## config.mk

```make
export PLATFORM = sky130hd
export DESIGN_NAME = gbf_fill_ctrl_flat
export DESIGN_NICKNAME = d
export VERILOG_FILES = /design/src/rtl/gbf_fill_ctrl_if.sv /design/src/rtl/gbf_fill_ctrl.sv /design/src/flat_wrapper.sv
export SDC_FILE = /design/constraint.sdc
export NUM_CORES = 2
export LEC_CHECK = 0
export CAP_MARGIN = 40
export CORE_AREA = 2 2 614 616
export DETAILED_ROUTE_END_ITERATION = 12
export DIE_AREA = 0 0 616 618
export DONT_BUFFER_PORTS = 1
export GPL_ROUTABILITY_DRIVEN = 1
export PLACE_DENSITY = 0.3
export SLEW_MARGIN = 0
export SYNTH_ARGS = -nofsm -noshare
export SYNTH_HDL_FRONTEND = slang
export SYNTH_SLANG_ARGS = --single-unit
export TNS_END_PERCENT = 10
```

## constraint.sdc

```tcl
create_clock -name clk -period 3.2 [get_ports clk]
set_clock_uncertainty 0.2 [all_clocks]
set_input_delay 0.64 -clock clk [delete_from_list [all_inputs] [get_ports clk]]
set_output_delay 0.64 -clock clk [all_outputs]
set_load 0.005 [all_outputs]
```

## src/rtl/gbf_fill_ctrl_if.sv

```systemverilog
`default_nettype none
// ============================================================================
//  Module   : gbf_fill_ctrl_if
//  Brief    : Signal bundle between the off-chip loader stream, the GBF
//             port-A write side and the gbf_controller_new handshake.
//             With GBF_FILL_STALL_CNT_EN defined the bundle also carries the
//             stall counter.
//  Revision : 1.0  initial release
// ============================================================================
interface gbf_fill_ctrl_if #(
    parameter int DATA_W = 512,
    parameter int ADDR_W = 5
);
    logic              in_valid;
    logic [DATA_W-1:0] in_data;
    logic              in_ready;
    logic              finish;
    logic              buf1_need_data;
    logic              buf2_need_data;
    logic              en1a;
    logic              we1a;
    logic              en2a;
    logic              we2a;
    logic [ADDR_W-1:0] addr1a;
    logic [ADDR_W-1:0] addr2a;
    logic [DATA_W-1:0] w_data1a;
    logic [DATA_W-1:0] w_data2a;
    logic              buf1_ready;
    logic              buf2_ready;
    logic              data_avail;
`ifdef GBF_FILL_STALL_CNT_EN
    logic [31:0]       stall_cnt;
`endif

    // Fill controller side
    modport slave (
        input  in_valid, in_data, finish, buf1_need_data, buf2_need_data,
        output in_ready, en1a, we1a, en2a, we2a, addr1a, addr2a,
        output w_data1a, w_data2a, buf1_ready, buf2_ready, data_avail
`ifdef GBF_FILL_STALL_CNT_EN
        , output stall_cnt
`endif
    );

    // Loader / consumer / memory side
    modport master (
        output in_valid, in_data, finish, buf1_need_data, buf2_need_data,
        input  in_ready, en1a, we1a, en2a, we2a, addr1a, addr2a,
        input  w_data1a, w_data2a, buf1_ready, buf2_ready, data_avail
`ifdef GBF_FILL_STALL_CNT_EN
        , input stall_cnt
`endif
    );
endinterface
`default_nettype wire

```

## src/rtl/gbf_fill_ctrl.sv

```systemverilog
`default_nettype none
// ============================================================================
//  Module   : gbf_fill_ctrl
//  Brief    : Port-A writer for one double-buffered GBF. Fills buffer 1 and
//             buffer 2 in strict ping-pong order from a valid/ready stream,
//             reports bufN_ready / data_avail and refills a buffer after a
//             rising edge of bufN_need_data.
//             Optional macro GBF_FILL_STALL_CNT_EN adds a saturating 32-bit
//             stall_cnt output (cycles in a fill state with in_valid low).
//  Revision : 1.0  initial release
// ============================================================================
module gbf_fill_ctrl #(
    parameter int GBF_DATA_BITWIDTH = 512,
    parameter int GBF_ADDR_BITWIDTH = 5,
    parameter int GBF_DEPTH         = 32,
    parameter int FILL_LEN          = 32
) (
    input  logic             clk,
    input  logic             reset,
    gbf_fill_ctrl_if.slave   bus
);

    localparam logic [1:0] S_IDLE  = 2'd0;
    localparam logic [1:0] S_FILL1 = 2'd1;
    localparam logic [1:0] S_FILL2 = 2'd2;

    // Fill length can never exceed the buffer depth
    localparam int                           C_LEN  = (FILL_LEN > GBF_DEPTH) ? GBF_DEPTH : FILL_LEN;
    localparam logic [GBF_ADDR_BITWIDTH-1:0] C_LAST = GBF_ADDR_BITWIDTH'(C_LEN - 1);
    localparam logic [GBF_ADDR_BITWIDTH-1:0] C_ONE  = GBF_ADDR_BITWIDTH'(1);

    logic [1:0]                   r_state;
    logic [1:0]                   w_state_nxt;
    logic                         r_next_buf2;   // 0: buffer 1 is next, 1: buffer 2
    logic [GBF_ADDR_BITWIDTH-1:0] r_wcnt;
    logic                         r_full1;
    logic                         r_full2;
    logic                         r_done1;       // fill of buffer 1 just finished
    logic                         r_done2;
    logic                         r_need1_q;
    logic                         r_need2_q;
    logic                         r_data_avail;
    logic                         r_en1a;
    logic                         r_en2a;
    logic [GBF_ADDR_BITWIDTH-1:0] r_addr1a;
    logic [GBF_ADDR_BITWIDTH-1:0] r_addr2a;
    logic [GBF_DATA_BITWIDTH-1:0] r_wdata1a;
    logic [GBF_DATA_BITWIDTH-1:0] r_wdata2a;

    logic w_fill;
    logic w_beat;
    logic w_last;
    logic w_beat1;
    logic w_beat2;

    assign w_fill  = (r_state == S_FILL1) || (r_state == S_FILL2);
    assign w_beat  = w_fill && bus.in_valid;
    assign w_last  = w_beat && (r_wcnt == C_LAST);
    assign w_beat1 = w_beat && (r_state == S_FILL1);
    assign w_beat2 = w_beat && (r_state == S_FILL2);

    // Next-state decode; a pending done blocks re-entry before full is set
    always_comb begin
        w_state_nxt = r_state;
        case (r_state)
            S_IDLE: begin
                if (!bus.finish) begin
                    if (!r_next_buf2 && !r_full1 && !r_done1)
                        w_state_nxt = S_FILL1;
                    else if (r_next_buf2 && !r_full2 && !r_done2)
                        w_state_nxt = S_FILL2;
                end
            end
            S_FILL1, S_FILL2: begin
                if (w_last)
                    w_state_nxt = S_IDLE;
            end
            default: w_state_nxt = S_IDLE;
        endcase
    end

    // State register, write counter and ping-pong pointer
    always_ff @(posedge clk) begin
        if (reset) begin
            r_state     <= S_IDLE;
            r_wcnt      <= '0;
            r_next_buf2 <= 1'b0;
        end else begin
            r_state <= w_state_nxt;
            if (w_beat)
                r_wcnt <= w_last ? '0 : r_wcnt + C_ONE;
            if (w_last)
                r_next_buf2 <= ~r_next_buf2;
        end
    end

    // Full flags: set one cycle after the final write, cleared on drain edge
    always_ff @(posedge clk) begin
        if (reset) begin
            r_done1      <= 1'b0;
            r_done2      <= 1'b0;
            r_full1      <= 1'b0;
            r_full2      <= 1'b0;
            r_need1_q    <= 1'b0;
            r_need2_q    <= 1'b0;
            r_data_avail <= 1'b0;
        end else begin
            r_done1   <= w_last && (r_state == S_FILL1);
            r_done2   <= w_last && (r_state == S_FILL2);
            r_need1_q <= bus.buf1_need_data;
            r_need2_q <= bus.buf2_need_data;
            if (r_done1)
                r_full1 <= 1'b1;
            else if (bus.buf1_need_data && !r_need1_q && r_full1)
                r_full1 <= 1'b0;
            if (r_done2)
                r_full2 <= 1'b1;
            else if (bus.buf2_need_data && !r_need2_q && r_full2)
                r_full2 <= 1'b0;
            if (r_done1 || r_done2)
                r_data_avail <= 1'b1;
        end
    end

    // Registered port-A write for each accepted beat; address/data hold otherwise
    always_ff @(posedge clk) begin
        if (reset) begin
            r_en1a    <= 1'b0;
            r_en2a    <= 1'b0;
            r_addr1a  <= '0;
            r_addr2a  <= '0;
            r_wdata1a <= '0;
            r_wdata2a <= '0;
        end else begin
            r_en1a <= w_beat1;
            r_en2a <= w_beat2;
            if (w_beat1) begin
                r_addr1a  <= r_wcnt;
                r_wdata1a <= bus.in_data;
            end
            if (w_beat2) begin
                r_addr2a  <= r_wcnt;
                r_wdata2a <= bus.in_data;
            end
        end
    end

    assign bus.in_ready   = w_fill;
    assign bus.en1a       = r_en1a;
    assign bus.we1a       = r_en1a;
    assign bus.en2a       = r_en2a;
    assign bus.we2a       = r_en2a;
    assign bus.addr1a     = r_addr1a;
    assign bus.addr2a     = r_addr2a;
    assign bus.w_data1a   = r_wdata1a;
    assign bus.w_data2a   = r_wdata2a;
    assign bus.buf1_ready = r_full1;
    assign bus.buf2_ready = r_full2;
    assign bus.data_avail = r_data_avail;

`ifdef GBF_FILL_STALL_CNT_EN
    logic [31:0] r_stall_cnt;

    // Saturating count of fill cycles with no upstream word
    always_ff @(posedge clk) begin
        if (reset)
            r_stall_cnt <= '0;
        else if (w_fill && !bus.in_valid && (r_stall_cnt != 32'hFFFF_FFFF))
            r_stall_cnt <= r_stall_cnt + 32'd1;
    end

    assign bus.stall_cnt = r_stall_cnt;
`endif

endmodule
`default_nettype wire

```

## src/flat_wrapper.sv

```systemverilog
// flat-port wrapper written by rule: the top's interface ports become plain ports
module gbf_fill_ctrl_flat 
#(
    parameter int GBF_DATA_BITWIDTH = 512,
    parameter int GBF_ADDR_BITWIDTH = 5,
    parameter int GBF_DEPTH         = 32,
    parameter int FILL_LEN          = 32
)
  (clk, reset, bus_in_valid, bus_in_data, bus_finish, bus_buf1_need_data, bus_buf2_need_data, bus_in_ready, bus_en1a, bus_we1a, bus_en2a, bus_we2a, bus_addr1a, bus_addr2a, bus_w_data1a, bus_w_data2a, bus_buf1_ready, bus_buf2_ready, bus_data_avail);
  gbf_fill_ctrl_if #(.DATA_W(512), .ADDR_W(5)) bus_i ();
  input  logic clk;
  input  logic reset;
  input wire logic [$bits(bus_i.in_valid)-1:0] bus_in_valid;
  input wire logic [$bits(bus_i.in_data)-1:0] bus_in_data;
  input wire logic [$bits(bus_i.finish)-1:0] bus_finish;
  input wire logic [$bits(bus_i.buf1_need_data)-1:0] bus_buf1_need_data;
  input wire logic [$bits(bus_i.buf2_need_data)-1:0] bus_buf2_need_data;
  output wire logic [$bits(bus_i.in_ready)-1:0] bus_in_ready;
  output wire logic [$bits(bus_i.en1a)-1:0] bus_en1a;
  output wire logic [$bits(bus_i.we1a)-1:0] bus_we1a;
  output wire logic [$bits(bus_i.en2a)-1:0] bus_en2a;
  output wire logic [$bits(bus_i.we2a)-1:0] bus_we2a;
  output wire logic [$bits(bus_i.addr1a)-1:0] bus_addr1a;
  output wire logic [$bits(bus_i.addr2a)-1:0] bus_addr2a;
  output wire logic [$bits(bus_i.w_data1a)-1:0] bus_w_data1a;
  output wire logic [$bits(bus_i.w_data2a)-1:0] bus_w_data2a;
  output wire logic [$bits(bus_i.buf1_ready)-1:0] bus_buf1_ready;
  output wire logic [$bits(bus_i.buf2_ready)-1:0] bus_buf2_ready;
  output wire logic [$bits(bus_i.data_avail)-1:0] bus_data_avail;
  assign bus_i.in_valid = bus_in_valid;
  assign bus_i.in_data = bus_in_data;
  assign bus_i.finish = bus_finish;
  assign bus_i.buf1_need_data = bus_buf1_need_data;
  assign bus_i.buf2_need_data = bus_buf2_need_data;
  assign bus_in_ready = bus_i.in_ready;
  assign bus_en1a = bus_i.en1a;
  assign bus_we1a = bus_i.we1a;
  assign bus_en2a = bus_i.en2a;
  assign bus_we2a = bus_i.we2a;
  assign bus_addr1a = bus_i.addr1a;
  assign bus_addr2a = bus_i.addr2a;
  assign bus_w_data1a = bus_i.w_data1a;
  assign bus_w_data2a = bus_i.w_data2a;
  assign bus_buf1_ready = bus_i.buf1_ready;
  assign bus_buf2_ready = bus_i.buf2_ready;
  assign bus_data_avail = bus_i.data_avail;
  gbf_fill_ctrl #(.GBF_DATA_BITWIDTH(GBF_DATA_BITWIDTH), .GBF_ADDR_BITWIDTH(GBF_ADDR_BITWIDTH), .GBF_DEPTH(GBF_DEPTH), .FILL_LEN(FILL_LEN)) u_core (.clk(clk), .reset(reset), .bus(bus_i));
endmodule
```

==> impl_metrics.env <==
export IMPL_run_status="finished, final reports clean"
export IMPL_final_seq_area_sq_mm=0.0210
export IMPL_pwr_density_cell_mw_per_mm2=655
export IMPL_timing_setup_tns_ns=0
export IMPL_grt_overflow_total=0
export IMPL_cts_root_buf="sky130_fd_sc_hd__clkbuf_16"
export IMPL_finalCoreUtilization_pct=14.3
export IMPL_worst_skew_pair_latency_ns=0.80
export IMPL_via_count_of_the_first_global_routing_pass=33400
export IMPL_setup_violations_final=0
export IMPL_clock_fmax_mhz=348
export IMPL_route_antenna_remaining_nets=0
export IMPL_design_portCount=1560
export IMPL_cpLargestDelayFamily="buffers and inverters"
export IMPL_std_cell_rows=225
export IMPL_hp_class="in2reg"
export IMPL_rrSetupSlack_ns=0.33
export IMPL_global_route_usage_met3_pct=6.19
export IMPL_clkSlewWorstSetupHoldPaths_ns=0.06
export IMPL_depth_of_the_worst_hold_timing_path=3
export IMPL_unrepaired_setup_endpoints_after_global_routing="no"
export IMPL_layout_nets=5683
export IMPL_rr_worst_depth=9
export IMPL_drt_wirelength_per_cell_microns=25.2
export IMPL_layout_common_cells="sky130_fd_sc_hd__nand2_1, sky130_fd_sc_hd__dfxtp_1, sky130_fd_sc_hd__a21oi_1"
export IMPL_postSynthNetCount=5087
export IMPL_postSynthRegisterBits=1051
export IMPL_fin_cells=10300
export IMPL_final_setup_worst_slack_ns=0.326
export IMPL_post_route_cells_drive_above_1_share_pct=5.80
export IMPL_layout_worst_path_cycle_share_pct=89.8
export IMPL_grt_max_degree=822
export IMPL_holdWs_ns=0.0990
export IMPL_worst_vdd_rail_ir_drop_v=0.000321
export IMPL_buffer_levels_on_the_longest_clock_path=4
export IMPL_route_vias_total=34400
export IMPL_reg2reg_to="u_core.bus.w_data2a[380]"
export IMPL_min_delay_start="bus_in_valid"
export IMPL_area_growth_syn_to_layout_pct=48.3
export IMPL_grt_total_usage_pct=12.9
export IMPL_remaining_drc_errors=0
export IMPL_syn_mean_instance_area_sq_um=7.92
export IMPL_setup_worst_path_end_class="register"
export IMPL_cp_data_arrival_time_ns=3.44
export IMPL_detailedPlacementHpwl_microns=201000
export IMPL_postCtsSetupRepairBufs=0
export IMPL_multi_input_comb_area_sq_mm=0.0133
export IMPL_die_width_microns=616
export IMPL_global_route_wire_length_before_repair_microns=334000
export IMPL_drv_max_cap_violation_count=0
export IMPL_synth_edf_count=0
export IMPL_initial_utilization_pct=9.66
export IMPL_die_height_microns=618
export IMPL_whs_endpoint="u_core.bus.w_data1a[491]"
export IMPL_die_area_sq_mm=0.381
export IMPL_hold_viol_final=0
export IMPL_critical_path_n_buffers_inverters=5
export IMPL_synth_top_area_share_pct=58.2
export IMPL_ys_async_sr_fraction_pct=0
export IMPL_timing_critical_path_fanout_max=95
export IMPL_cts_htree_levels=4
export IMPL_worst_pin_slew_ns=1.29
export IMPL_startpoint_type="register"
export IMPL_fillCellCount=42800
export IMPL_gp_congestion=0.894
export IMPL_most_repeated_library_cell_on_the_critical_path="sky130_fd_sc_hd__buf_12"
export IMPL_layout_commonest_cell="sky130_fd_sc_hd__nand2_1"
export IMPL_antenna_found_initial=68
export IMPL_crit_path_cell_trace="inv_1 > ha_1 > buf_4 > nand3_4 > buf_12 > buf_12 > nand2_1 > a21oi_1 > dlygate4sd3_1"
export IMPL_drt_wl_total_microns=259000
export IMPL_syn_instance_count=4564
export IMPL_routed_via_density=3.35
export IMPL_gr_usage_met2_pct=22.0
export IMPL_crit_type="reg2reg"
export IMPL_number_of_distinct_standard_cells_referenced_by_the_synthesized_netlist=34
export IMPL_synth_area_leader_cell="sky130_fd_sc_hd__dfxtp_1"
export IMPL_pre_cts_ws_ns=0.741
export IMPL_period_minus_slack_ns=2.87
export IMPL_p_leak_nw=17.4
export IMPL_place_port_buffers=0
export IMPL_timing_critical_path_slowest_stage_cell="sky130_fd_sc_hd__dlygate4sd3_1"
export IMPL_timing_rr_start="u_core.r_state[0]"
export IMPL_sequential_cell_area_fraction_in_the_yosys_report_pct=58.2
export IMPL_max_slew_margin_rel_pct=14.0
export IMPL_first_iter_violations=2591
export IMPL_syn_warnings=0
export IMPL_coreArea_sq_mm=0.374
export IMPL_worst_endpoint_required_ns=3.77
export IMPL_cts_buffers_inserted=142
export IMPL_clock_sinks=1051
export IMPL_yosys_most_used_dff="sky130_fd_sc_hd__dfxtp_1"
export IMPL_tritoncts="built"
export IMPL_post_synth_instance_area_sq_mm=0.0361
export IMPL_synth_area_top_cells="sky130_fd_sc_hd__dfxtp_1, sky130_fd_sc_hd__nand2_1, sky130_fd_sc_hd__a21oi_1"
export IMPL_count_of_tritonroute_iterations_in_the_first_routing_pass=7
export IMPL_globalRouteMet1Util_pct=14.2
export IMPL_global_route_peak_usage_layer="met2"
export IMPL_final_max_slew_violation_count=0
export IMPL_slowest_delay_ns=0.58
export IMPL_dpl_cell_count=9295
cells in the mapped netlist (2+ instances only):
master                     instances
sky130_fd_sc_hd__and3_1            2
sky130_fd_sc_hd__nand2_1        2071
sky130_fd_sc_hd__ha_1              5
sky130_fd_sc_hd__o21ai_0           2
sky130_fd_sc_hd__buf_8             2
sky130_fd_sc_hd__inv_1             2
sky130_fd_sc_hd__clkbuf_1        185
sky130_fd_sc_hd__or4_1             2
sky130_fd_sc_hd__a211oi_1          2
sky130_fd_sc_hd__buf_1            14
sky130_fd_sc_hd__a21oi_1        1040
sky130_fd_sc_hd__nor2_1            8
sky130_fd_sc_hd__buf_2           103
sky130_fd_sc_hd__nor2b_1           2
sky130_fd_sc_hd__o31ai_1           2
sky130_fd_sc_hd__buf_6            30
sky130_fd_sc_hd__nor4bb_1          2
sky130_fd_sc_hd__nand3_1           3
sky130_fd_sc_hd__nor3b_1           2
sky130_fd_sc_hd__nand2b_1          3
sky130_fd_sc_hd__and2_1            2
sky130_fd_sc_hd__buf_4            18
sky130_fd_sc_hd__dfxtp_1        1051
cell families after synthesis:
logic type	after synthesis	synth area share (%)
AND/OR/NAND/NOR	2104	22.1
flip-flops	1051	58.2
AO/OA/AOI/OAI	1049	14.6
buffers and inverters	354	4.91
adder cells (fa/ha/maj)	5	0.173
XOR/XNOR	1	0.0242
layer usage:
metal  part of all wire (%)  up-vias
met5                  0.058        -
met4                    2.9       22
met3                     12      342
met2                     48     1510
met1                     37    16600
li1                       -    15900
metrics by stage:
stage / total power, mW / cell area [sq um]
2_1_floorplan: 16.7 / 36100
4_1_cts: 35.6 / 53400
3_5_place_dp: 17.9 / 41700
6_report: 35.1 / 53600
3_3_place_gp: 17.9 / 41600
5_1_grt: 36.7 / 53500
registers in the layout, indices dropped and copies added (netlist names), 2 cells and up:
| name | cells |
|---|---|
| u_core.bus.w_data1a | 512 |
| u_core.r_wcnt | 5 |
| u_core.bus.addr1a | 5 |
| u_core.bus.addr2a | 5 |
| u_core.r_state | 2 |
| u_core.bus.w_data2a | 512 |
worst register-to-register path, cell delays in order, from the launching register on:
cell and delay [ns]:
sky130_fd_sc_hd__dfxtp_1 0.37, sky130_fd_sc_hd__inv_1 0.09, sky130_fd_sc_hd__ha_1 0.32, sky130_fd_sc_hd__buf_4 0.20
sky130_fd_sc_hd__nand3_4 0.12, sky130_fd_sc_hd__buf_12 0.20, sky130_fd_sc_hd__buf_12 0.42, sky130_fd_sc_hd__nand2_1 0.17
sky130_fd_sc_hd__a21oi_1 0.17, sky130_fd_sc_hd__dlygate4sd3_1 0.58
repair_timing:
item | CTS | global route
endpoints found under the hold margin | 1038 | 0
hold buffers | 711 | 0
gates resized for setup | 0 | 0
power breakdown:
group	switching, mW	total, mW	leakage (nW)	internal (mW)
Clock	6.79	16.2	2.21	9.36
Sequential	0.973	14.9	8.50	13.9
Combinational	2.55	4.06	6.68	1.51
worst max path at each step:
stage                                  from                  endpoint  slack (ns)  cells past startpoint
after floorplan            u_core.r_wcnt[0]         u_core.r_state[0]        1.20                      7
after global placement    u_core.r_state[1]  u_core.bus.w_data2a[337]        0.79                      7
after CTS                 u_core.r_state[1]  u_core.bus.w_data1a[306]        0.29                      9
after global routing      u_core.r_state[0]  u_core.bus.w_data2a[382]         0.1                      9
final                     u_core.r_state[0]  u_core.bus.w_data2a[380]        0.33                      9
after detailed placement  u_core.r_state[0]  u_core.bus.w_data2a[337]        0.74                      7
cell type report:
type	count	area share [%]
antenna	35	0.163
clock buffer	203	7.57
clock inverter	38	0.948
inverter	2	0.0140
multi-input combinational	3159	24.9
sequential	1051	39.3
tap	4994	11.7
timing repair buffer	804	15.5
No activity file was read; power rests on OpenSTA's default activity.
